File: src/rtl/load_store_unit.sv
// Load/store unit: turns one execute-stage access into a single handshaked memory word
// transaction. Stores are replicated onto the byte lanes with byte enables. Load data is
// taken from the addressed lane and sign- or zero-extended. Misaligned or illegal accesses
// finish in one cycle with Fault_o and never touch memory.
//
// Ports:
//   clk_i, rst_i        clock, asynchronous active-high reset
//   Start_i             access request, sampled only while Ready_o=1
//   Addr_i              byte address
//   WriteData_i         store data
//   MemWrite_i          1=store, 0=load
//   Funct3_i            000 B, 001 H, 010 W, 100 BU, 101 HU
//   Ready_o             unit idle
//   Done_o              one-cycle completion pulse
//   ReadData_o          extended load result (0 for stores and faults)
//   Fault_o             misaligned/illegal access, valid with Done_o
//   MemReq_o            memory request, held until MemAck_i
//   MemWe_o             memory write enable
//   MemAddr_o           word-aligned address
//   MemWData_o          lane-replicated store data
//   MemBe_o             byte enables, bit n = lane n
//   MemAck_i            request accepted, MemRData_i valid in the same cycle
//   MemRData_i          aligned read word
module load_store_unit #(
    parameter int unsigned DATA_WIDTH = 32
) (
    input  logic                  clk_i,
    input  logic                  rst_i,
    input  logic                  Start_i,
    input  logic [DATA_WIDTH-1:0] Addr_i,
    input  logic [DATA_WIDTH-1:0] WriteData_i,
    input  logic                  MemWrite_i,
    input  logic [2:0]            Funct3_i,
    output logic                  Ready_o,
    output logic                  Done_o,
    output logic [DATA_WIDTH-1:0] ReadData_o,
    output logic                  Fault_o,
    output logic                  MemReq_o,
    output logic                  MemWe_o,
    output logic [DATA_WIDTH-1:0] MemAddr_o,
    output logic [DATA_WIDTH-1:0] MemWData_o,
    output logic [3:0]            MemBe_o,
    input  logic                  MemAck_i,
    input  logic [DATA_WIDTH-1:0] MemRData_i
);

    typedef enum logic [1:0] {StIdle, StReq, StDone, StFault} state_e;

    state_e                r_state;
    logic                  r_done;
    logic                  r_fault;
    logic [DATA_WIDTH-1:0] r_rdata;
    logic                  r_mem_req;
    logic                  r_mem_we;
    logic [DATA_WIDTH-1:0] r_mem_addr;
    logic [DATA_WIDTH-1:0] r_mem_wdata;
    logic [3:0]            r_mem_be;
    logic [2:0]            r_funct3;
    logic [1:0]            r_off;

    logic                  w_bad;
    logic [3:0]            w_be;
    logic [DATA_WIDTH-1:0] w_wdata;
    logic [DATA_WIDTH-1:0] w_lane;
    logic [DATA_WIDTH-1:0] w_load;

    // Request decode: 011 and 11x are never legal; unsigned sizes exist only for loads.
    always_comb begin
        w_bad = (Funct3_i == 3'b011) || (Funct3_i[2:1] == 2'b11)
             || (MemWrite_i && Funct3_i[2])
             || ((Funct3_i[1:0] == 2'b01) && Addr_i[0])
             || ((Funct3_i == 3'b010) && (Addr_i[1:0] != 2'b00));

        w_be    = 4'b1111;
        w_wdata = WriteData_i;
        case (Funct3_i[1:0])
            2'b00: begin
                w_be    = 4'b0001 << Addr_i[1:0];
                w_wdata = {4{WriteData_i[7:0]}};
            end
            2'b01: begin
                w_be    = 4'b0011 << Addr_i[1:0];
                w_wdata = {2{WriteData_i[15:0]}};
            end
            default: ;
        endcase
    end

    // Load extraction: move the addressed lane down to bit 0, then extend.
    always_comb begin
        w_lane = MemRData_i >> {r_off, 3'b000};
        case (r_funct3)
            3'b000:  w_load = {{(DATA_WIDTH-8){w_lane[7]}}, w_lane[7:0]};
            3'b001:  w_load = {{(DATA_WIDTH-16){w_lane[15]}}, w_lane[15:0]};
            3'b100:  w_load = {{(DATA_WIDTH-8){1'b0}}, w_lane[7:0]};
            3'b101:  w_load = {{(DATA_WIDTH-16){1'b0}}, w_lane[15:0]};
            default: w_load = MemRData_i;
        endcase
    end

    always_ff @(posedge clk_i or posedge rst_i) begin
        if (rst_i) begin
            r_state     <= StIdle;
            r_done      <= 1'b0;
            r_fault     <= 1'b0;
            r_rdata     <= '0;
            r_mem_req   <= 1'b0;
            r_mem_we    <= 1'b0;
            r_mem_addr  <= '0;
            r_mem_wdata <= '0;
            r_mem_be    <= 4'b0000;
            r_funct3    <= 3'b000;
            r_off       <= 2'b00;
        end else begin
            case (r_state)
                StIdle: begin
                    if (Start_i) begin
                        if (w_bad) begin
                            r_state <= StFault;
                            r_done  <= 1'b1;
                            r_fault <= 1'b1;
                            r_rdata <= '0;
                        end else begin
                            r_state     <= StReq;
                            r_mem_req   <= 1'b1;
                            r_mem_we    <= MemWrite_i;
                            r_mem_addr  <= {Addr_i[DATA_WIDTH-1:2], 2'b00};
                            r_mem_wdata <= w_wdata;
                            r_mem_be    <= w_be;
                            r_funct3    <= Funct3_i;
                            r_off       <= Addr_i[1:0];
                        end
                    end
                end
                StReq: begin
                    if (MemAck_i) begin
                        r_state   <= StDone;
                        r_done    <= 1'b1;
                        r_mem_req <= 1'b0;
                        r_mem_we  <= 1'b0;
                        r_mem_be  <= 4'b0000;
                        r_rdata   <= r_mem_we ? '0 : w_load;
                    end
                end
                default: begin
                    r_state <= StIdle;
                    r_done  <= 1'b0;
                    r_fault <= 1'b0;
                end
            endcase
        end
    end

    assign Ready_o    = (r_state == StIdle);
    assign Done_o     = r_done;
    assign Fault_o    = r_fault;
    assign ReadData_o = r_rdata;
    assign MemReq_o   = r_mem_req;
    assign MemWe_o    = r_mem_we;
    assign MemAddr_o  = r_mem_addr;
    assign MemWData_o = r_mem_wdata;
    assign MemBe_o    = r_mem_be;

endmodule
File: config.mk
export PLATFORM = sky130hd
export DESIGN_NAME = load_store_unit
export DESIGN_NICKNAME = d
export VERILOG_FILES = /design/src/rtl/load_store_unit.sv
export SDC_FILE = /design/constraint.sdc
export NUM_CORES = 1
export LEC_CHECK = 0
export ABC_AREA = 1
export CAP_MARGIN = 20
export CORE_MARGIN = 8
export CORE_UTILIZATION = 48
export DETAILED_ROUTE_END_ITERATION = 16
export PLACE_DENSITY = 0.87
export SLEW_MARGIN = 20
export SYNTH_ARGS = -nofsm -noshare
export SYNTH_HDL_FRONTEND = slang
export SYNTH_SLANG_ARGS = --single-unit
File: constraint.sdc
create_clock -name clk_i -period 7.2 [get_ports clk_i]
set_input_delay 1.44 -clock clk_i [delete_from_list [all_inputs] [get_ports clk_i]]
set_output_delay 1.44 -clock clk_i [all_outputs]
set_load 0.005 [all_outputs]
==> results of run 1 <==
==> critical path: cells and delay by family <==
kind | cells | cell delay [ns]
buffers and inverters | 4 | 1.89
and+or+nand+nor | 5 | 0.63
AOI/OAI and AO/OA | 1 | 0.11
==> routing by layer <==
layer | part of all wire, % | routed length, um | global-route usage [%]
met5 | 0 | 0 | 0
met4 | 2.4 | 403 | 8.02
met3 | 12 | 2050 | 9.86
met2 | 45 | 7610 | 36.4
met1 | 40 | 6750 | 27.2
==> registers in the layout, indices dropped and copies added, names as in the netlist <==
| name | cells |
|---|---|
| MemBe_o | 4 |
| r_off | 2 |
| Done_o | 1 |
| ReadData_o | 32 |
| MemWData_o | 32 |
| Fault_o | 1 |
| MemAddr_o | 30 |
| MemWe_o | 1 |
| r_state | 2 |
| r_funct3 | 3 |
| MemReq_o | 1 |
==> cell usage after synthesis <==
cell      count  share of area (%)
nor2_8        1               0.37
nor2_1       13               0.91
nand3_2      10                1.9
nand2_4       1               0.21
o21ai_1      35                3.3
buf_6         5                1.0
nor2_4        2               0.42
inv_1        41                2.9
conb_1        1              0.070
nor2_2        3               0.35
nand2_2       3               0.35
buf_4         3               0.42
o21ai_0      15                1.4
nand3_1      35                3.3
clkbuf_1      8               0.56
buf_8         1               0.28
a21oi_1      47                4.4
dfrtp_1     109                 51
inv_2         4               0.28
nand2_1     337                 24
buf_2        22                2.0
nand3b_1      1               0.14
nand3_4       2               0.65
or2_2         3               0.35
nor3_2        1               0.19
==> kinds of logic (layout without fill, tap and decap cells) <==
family                 count (synthesis)  after routing  synth area share (%)
other                                  1              2                0.0698
flip-flops                           109            109                  50.8
AND/OR/NAND/NOR                      412            412                  32.6
buffers and inverters                 84            271                  7.50
AO/OA/AOI/OAI                         97             97                  9.04
==> worst max-delay path by stage <==
stage,startpoint,endpoint,slack [ns],cells after the start
finish,Funct3_i[1],MemWData_o[10],3.39,10
global route,Funct3_i[1],MemWData_o[2],3.15,10
CTS,Funct3_i[1],MemWData_o[10],3.40,10
detailed placement,Funct3_i[1],MemWData_o[10],3.02,10
global placement,Funct3_i[1],MemWData_o[21],3.12,10
floorplan,rst_i,Done_o,2.89,1
==> stage by stage <==
| stage | total power (uW) | worst slack [ns] | hold WS, ns | instances |
|---|---|---|---|---|
| final | 2880 | 3.39 | 0.479 | 1031 |
| after global routing | 3100 | 3.15 | 0.500 | 1031 |
| after CTS | 2910 | 3.40 | 0.483 | 1031 |
| after detailed placement | 2540 | 3.02 | 0.457 | 1015 |
| after global placement | 2510 | 3.12 | 0.453 | 1015 |
| after floorplan | 1780 | 2.89 | 0.464 | 704 |
==> area by class of cell <==
cell class                 instances  area, um^2  area share, %
timing repair buffer             210        2090           27.5
clock inverter                     6        45.0          0.593
inverter                          45         171           2.26
clock buffer                      10         138           1.81
multi-input combinational        511        2240           29.6
tap                              140         175           2.31
sequential                       109        2730           35.9
==> power by group through the flow <==
stage	clock, uW	sequential (uW)	combinational (uW)
global placement	0	1110	1400
global route	393	1150	1560
CTS	368	1110	1440
detailed placement	0	1110	1430
finish	356	1110	1410
floorplan	0	1080	704
==> flow_summary.toml, run 1 <==
[run_status]
status = "finished clean"

[hold_path]
worstHoldPathType = "reg -> reg"
min_path_cells = 2
holdPathEnd = "MemAddr_o[2]"
hold_start = "MemAddr_o[2]"

[die]
die-height_um = 122
initial_core_util_pct = 49.3
ioPinCount = 209
rows = 38
dieArea_um2 = 14800
coreArea_um2 = 10900
die-width_um = 122

[power_and_ir_drop]
p_seq_share_pct = 38.6
switchingPower_uw = 1120
p_int_uw = 1760
combinationalPowerShare_pct = 49.0
vdd_drop_max_mv = 0.205
p_clk_share_pct = 12.4
netSwitchingFraction_pct = 38.7
p_leak_uw = 0.00378
powerDensity_nw_per_um2 = 379

[logic_synthesis]
synth-seq-cells = 109
avgSynthCellArea_um2 = 7.64
synth_cell_types = 25
seq_area_frac_synth_pct = 50.8
syn_area_um2 = 5370
yosys_warnings = 0
syn_inst = 703

[finish]
final_common_cell = "nand2_1"
final_layout_size_suffix_gt1_share_pct = 5.72
final_cell_mix = "nand2_1, clkdlybuf4s50_1, dfrtp_1, a21oi_1, inv_1"
stdcell_area_um2 = 7590
num-fill-cells = 883
layout.nets = 990
area_delta_synth_final_pct = 41.4
insertedDiodeCount = 0
utilization_pct = 69.7

[drt]
avgViaCountPerCell = 4.99
drt_iter0_drc = 464
ant_nets = 0
drc_errors = 0
dr.pass1.iters = 5
wl_per_cell_um = 16.3
wl_mm = 16.8
num_vias = 5144

[worst_setup_path]
cp_max_fo = 63
crit_required_ns = 7.49
arrival_ns = 4.10
crit_path_end_kind = "flop"
r2r_setup_slack_ns = 4.68
path_cells = "clkdlybuf4s50_1, nor2_4, nand2_2, nand2_1, nor2_2, buf_4, inv_2, buf_4, nand2_1, o21ai_1"
slowest_delay_ns = 0.60
worstReg2RegEnd = "ReadData_o[17]"
crit_type = "in -> reg"
reg2reg_depth = 7
start_kind = "primary input"
r2r_start = "r_funct3[1]"
critPathSlowestCell = "buf_4"

[timing]
slew_violations = 0
hold_viol_final = 0
fin_tns_setup_ns = 0
clock.fmax_ghz = 0.262
fin_crit_sh_pct = 53.0
rsz0062_at_grt = "false"
slew_headroom_pct = 43.0
fin_skew_ns = 0.0129
min_period_ns = 3.81
finalSetupViolCount = 0
worst_pin_slew_ns = 0.854

[global_routing]
antenna_found_initial = 0
grtUsageTotal_pct = 22.9
grt_pass1_vias = 5248
grt_overflow = 0
grt_pass1_wl_mm = 26.9
grt_max_degree = 64

[place]
port_buffers = 206
gp_congestion = 0.896
hpwlAfterDp_mm = 12.4
dpl_cell_area_um2 = 7410

[clock_network]
cts_tree = "built"
postCtsHoldBufs = 0
postCtsSetupBuffers = 0
clock_path_buffers = 2
clkSinkCount = 109
clk_pin_slew_ns = 0.10
clk_latency_ns = 0.38
cts_root_buf = "clkbuf_8"
h-tree-depth = 3
cts_buffers = 9
ctsResizeCount = 0

[job]
drv_cap = 0
Power figures use the tool's default switching activity.
==> run 2: changes to the inputs <==
--- a/config.mk
+++ b/config.mk
@@ -8,9 +8,9 @@
 export ABC_AREA = 1
 export CAP_MARGIN = 20
 export CORE_MARGIN = 8
-export CORE_UTILIZATION = 48
+export CORE_UTILIZATION = 40
 export DETAILED_ROUTE_END_ITERATION = 16
-export PLACE_DENSITY = 0.87
+export PLACE_DENSITY = 0.77
 export SLEW_MARGIN = 20
 export SYNTH_ARGS = -nofsm -noshare
 export SYNTH_HDL_FRONTEND = slang
==> constraint.sdc (replaced) <==
create_clock -name clk_i -period 3.3 [get_ports clk_i]
set_input_delay 0.66 -clock clk_i [delete_from_list [all_inputs] [get_ports clk_i]]
set_output_delay 0.66 -clock clk_i [all_outputs]
set_load 0.005 [all_outputs]
==> flow_summary.toml, run 2 (same netlist as run 1, synthesis figures left out) <==
[drt]
wl_mm = 16.7
avgViaCountPerCell = 4.80
wl_per_cell_um = 15.6
num_vias = 5143
ant_nets = 0
drt_iter0_drc = 388
dr.pass1.iters = 4
drc_errors = 0

[die]
ioPinCount = 209
rows = 42
dieArea_um2 = 17400
die-height_um = 132
initial_core_util_pct = 40.7
coreArea_um2 = 13200
die-width_um = 132

[power_and_ir_drop]
p_leak_uw = 0.00384
vdd_drop_max_mv = 0.439
power_uw = 6590
powerDensity_nw_per_um2 = 844

[clock_network]
ctsResizeCount = 0
postCtsHoldBufs = 0
cts_root_buf = "clkbuf_16"
postCtsSetupBuffers = 0
clkSinkCount = 109
clk_latency_ns = 0.35
clk_pin_slew_ns = 0.07
cts_buffers = 9
cts_tree = "built"
clock_path_buffers = 2
h-tree-depth = 3

[finish]
num-fill-cells = 1192
seqCellArea_um2 = 2730
multi_input_area_um2 = 2240
layout.nets = 994
fin_cells = 1071
final_layout_size_suffix_gt1_share_pct = 6.03
stdcell_area_um2 = 7800
insertedDiodeCount = 0
final_cell_mix = "nand2_1, clkdlybuf4s50_1, dfrtp_1, a21oi_1, inv_1"
area_delta_synth_final_pct = 45.2
final_common_cell = "nand2_1"

[place]
gp_congestion = 0.857
hpwlAfterDp_mm = 12.7
port_buffers = 206
dpl_cell_area_um2 = 7500
dp_cells = 1055

[run_status]
status = "finished clean"

[timing]
hold_slack_ns = 0.475
fin_skew_ns = 0.00611
clock.fmax_ghz = 0.439
slew_violations = 0
rsz0062_at_grt = "false"
hold_viol_final = 0
worst_pin_slew_ns = 0.807
fin_crit_sh_pct = 69.1
slew_headroom_pct = 46.2
finalSetupViolCount = 0
min_period_ns = 2.28
fin_tns_setup_ns = 0

[global_routing]
grt_max_degree = 64
grt_pass1_wl_mm = 27.8
antenna_found_initial = 0
grtUsageTotal_pct = 19.7
grt_overflow = 0
grt_pass1_vias = 5221

[worst_setup_path]
crit_type = "reg -> out"
crit_path_end_kind = "output port"
cp_max_fo = 5
start_kind = "flop"
crit_required_ns = 2.64
arrival_ns = 1.62
r2r_setup_slack_ns = 1.31

[job]
drv_cap = 0

[hold_path]
worstHoldPathType = "reg -> reg"
==> run 2: cell count changes in the layout (fill, tap and decap cells not counted), moves of 2 or more <==
cell        before  now
clkinvlp_4       0    3
clkinv_4         2    0
buf_4            4    7
clkbuf_8        10    1
clkbuf_16        0    9
==> run 2: critical path: stages, from the launching register on <==
cell             delay (ns)
dfrtp_1                0.42
nor2_2                 0.29
clkdlybuf4s50_1        0.57
==> run 2: final cells by class <==
class | count | share of cell area [%]
sequential | 109 | 35.0
inverter | 45 | 2.21
tap | 176 | 2.82
multi-input combinational | 511 | 28.8
timing repair buffer | 214 | 27.4
clock buffer | 11 | 3.11
clock inverter | 5 | 0.754
==> run 2: per-layer routing <==
layer / part of all wire (%) / wire [um] / track usage [%] / vias to the layer above
li1: - / - / - / 2569
met1: 43 / 7250 / 24.7 / 2362
met2: 46 / 7650 / 30.5 / 186
met3: 8.4 / 1400 / 6.78 / 26
met4: 2.4 / 401 / 7.85 / 0
met5: 0 / 0 / 0 / -
==> run 2: worst paths after layout <==
path,start,endpoint,cells after the start
hold reg to reg,Done_o,Done_o,2
setup / recovery,r_state[1],Ready_o,2
max in group asynchronous,rst_i,MemWData_o[22],3
setup reg to reg,r_funct3[1],ReadData_o[7],5
hold / removal,Done_o,Done_o,2
min in group asynchronous,rst_i,ReadData_o[10],2
==> run 2: where the power goes <==
group | leakage [uW] | internal [uW] | switching, uW
logic | 0.00230 | 1620 | 1450
clock network | 0.000142 | 611 | 484
registers | 0.00141 | 1950 | 465
total | 0.00384 | 4180 | 2400
==> run 2: through the flow <==
| stage | utilization (%) | setup slack, ns |
|---|---|---|
| after floorplan | - | 1.32 |
| after global placement | 56.9 | 0.806 |
| after detailed placement | 56.9 | 0.749 |
| after CTS | 59.1 | 0.986 |
| after global routing | 59.1 | 0.913 |
| final | 59.1 | 1.02 |
==> run 3: changes to the inputs <==
--- a/config.mk
+++ b/config.mk
@@ -8,9 +8,9 @@
 export ABC_AREA = 1
 export CAP_MARGIN = 20
 export CORE_MARGIN = 8
-export CORE_UTILIZATION = 40
+export CORE_UTILIZATION = 44
 export DETAILED_ROUTE_END_ITERATION = 16
-export PLACE_DENSITY = 0.77
+export PLACE_DENSITY = 0.81
 export SLEW_MARGIN = 20
 export SYNTH_ARGS = -nofsm -noshare
 export SYNTH_HDL_FRONTEND = slang
==> constraint.sdc (replaced) <==
create_clock -name clk_i -period 2.3 [get_ports clk_i]
set_input_delay 0.46 -clock clk_i [delete_from_list [all_inputs] [get_ports clk_i]]
set_output_delay 0.46 -clock clk_i [all_outputs]
set_load 0.005 [all_outputs]
==> flow_summary.toml, run 3 (same netlist as run 1, synthesis figures left out) <==
[run_status]
status = "finished clean"

[power_and_ir_drop]
vdd_drop_max_mv = 0.639
p_clk_share_pct = 15.5
powerDensity_nw_per_um2 = 1210
p_seq_share_pct = 35.6
netSwitchingFraction_pct = 37.1
combinationalPowerShare_pct = 48.9
p_int_uw = 5980
p_leak_uw = 0.00392
switchingPower_uw = 3520

[worst_setup_path]
crit_family = "buffers and inverters"
crit_path_end_kind = "output port"
start_kind = "flop"
path_buf_inv = 1
path_cells = "nor2_2, clkdlybuf4s50_1"
cp_max_fo = 5
crit_type = "reg -> out"
critPathSlowestCell = "clkdlybuf4s50_1"
arrival_ns = 1.62
slowest_delay_ns = 0.58
crit_required_ns = 1.84

[finish]
seqCellArea_um2 = 2730
multi_input_area_um2 = 2240
layout.nets = 1005
num-fill-cells = 1002
insertedDiodeCount = 0
final_layout_size_suffix_gt1_share_pct = 7.28
final_common_cell = "nand2_1"
stdcell_area_um2 = 7890
area_delta_synth_final_pct = 46.8
final_cell_mix = "nand2_1, clkdlybuf4s50_1, dfrtp_1, a21oi_1, inv_1"

[drt]
wl_mm = 16.8
wl_per_cell_um = 15.9
ant_nets = 0
num_vias = 5200
drt_iter0_drc = 394
avgViaCountPerCell = 4.94
drc_errors = 0
dr.pass1.iters = 5

[clock_network]
clk_pin_slew_ns = 0.07
ctsResizeCount = 0
postCtsHoldBufs = 0
postCtsSetupBuffers = 0
clock_path_buffers = 2
cts_tree = "built"
h-tree-depth = 3
cts_buffers = 9
clkSinkCount = 109
cts_root_buf = "clkbuf_16"
clk_latency_ns = 0.35

[timing]
fin_crit_sh_pct = 90.5
worst_pin_slew_ns = 0.584
fin_tns_setup_ns = 0
hold_viol_final = 0
fin_skew_ns = 0.00586
slew_violations = 0
rsz0062_at_grt = "false"
min_period_ns = 2.08
slew_headroom_pct = 60.9
finalSetupViolCount = 0
clock.fmax_ghz = 0.481

[hold_path]
worstHoldPathType = "reg -> reg"

[die]
rows = 40
die-width_um = 126
ioPinCount = 209
coreArea_um2 = 12000
dieArea_um2 = 16000
initial_core_util_pct = 44.9
die-height_um = 126

[place]
dpl_cell_area_um2 = 7610
gp_congestion = 0.850
hpwlAfterDp_mm = 12.4
port_buffers = 206

[global_routing]
grtUsageTotal_pct = 21.1
grt_pass1_vias = 5117
antenna_found_initial = 0
grt_max_degree = 82
grt_overflow = 0
grt_pass1_wl_mm = 26.8

[job]
drv_cap = 0
==> run 3: cell types whose count changed in the layout (fill, tap and decap cells not counted), moves of 2 or more <==
cell	change
buf_12	+5
buf_4	+6
clkinv_2	+3
clkinvlp_4	-2
==> run 3: layout make-up <==
| cell class | count | area share (%) |
|---|---|---|
| inverter | 45 | 2.19 |
| multi-input combinational | 511 | 28.5 |
| clock buffer | 10 | 3.03 |
| sequential | 109 | 34.6 |
| timing repair buffer | 225 | 28.9 |
| tap | 147 | 2.33 |
| clock inverter | 6 | 0.476 |
==> run 3: worst paths after layout <==
| check | end | slack, ns | from | depth (start not counted) |
|---|---|---|---|---|
| max | Ready_o | 0.22 | r_state[1] | 2 |
| min | MemAddr_o[30] | 0.47 | MemAddr_o[30] | 2 |
| max reg2reg | ReadData_o[25] | 0.54 | r_off[1] | 6 |
| min reg2reg | MemAddr_o[30] | 0.47 | MemAddr_o[30] | 2 |
| max in group asynchronous | MemAddr_o[20] | 1.38 | rst_i | 3 |
| min in group asynchronous | MemWData_o[24] | 0.58 | rst_i | 3 |
==> run 3: per-stage QoR <==
stage,power [uW],setup WS (ns),instances,utilization (%),hold WS [ns]
after CTS,9600,0.194,1053,65.9,0.476
after global placement,7990,0.191,1037,63.6,0.453
after floorplan,5580,0.525,704,-,0.464
final,9510,0.219,1053,65.9,0.471
after global routing,10200,0.167,1053,65.9,0.496
after detailed placement,8080,0.117,1037,63.6,0.458
==> run 3: layer usage <==
metal | share of wire (%) | vias up | GRT usage, %
li1 | - | 2594 | -
met1 | 44 | 2401 | 26.9
met2 | 45 | 187 | 32.5
met3 | 8.9 | 18 | 7.29
met4 | 1.7 | 0 | 8.00
met5 | 0 | - | 0
==> run 3: worst min-delay path, delay by kind of cell (launching register included) <==
| kind | cells | cell delay (ns) |
|---|---|---|
| AND/OR/NAND/NOR | 2 | 0.09 |
| flip-flops | 1 | 0.35 |
==> run 3: power by group through the flow <==
| stage | Sequential [uW] | Combinational [uW] | Clock (uW) |
|---|---|---|---|
| finish | 3390 | 4650 | 1470 |
| global route | 3500 | 5150 | 1590 |
| CTS | 3390 | 4710 | 1500 |
| detailed placement | 3380 | 4700 | 0 |
| global placement | 3380 | 4620 | 0 |
| floorplan | 3380 | 2200 | 0 |
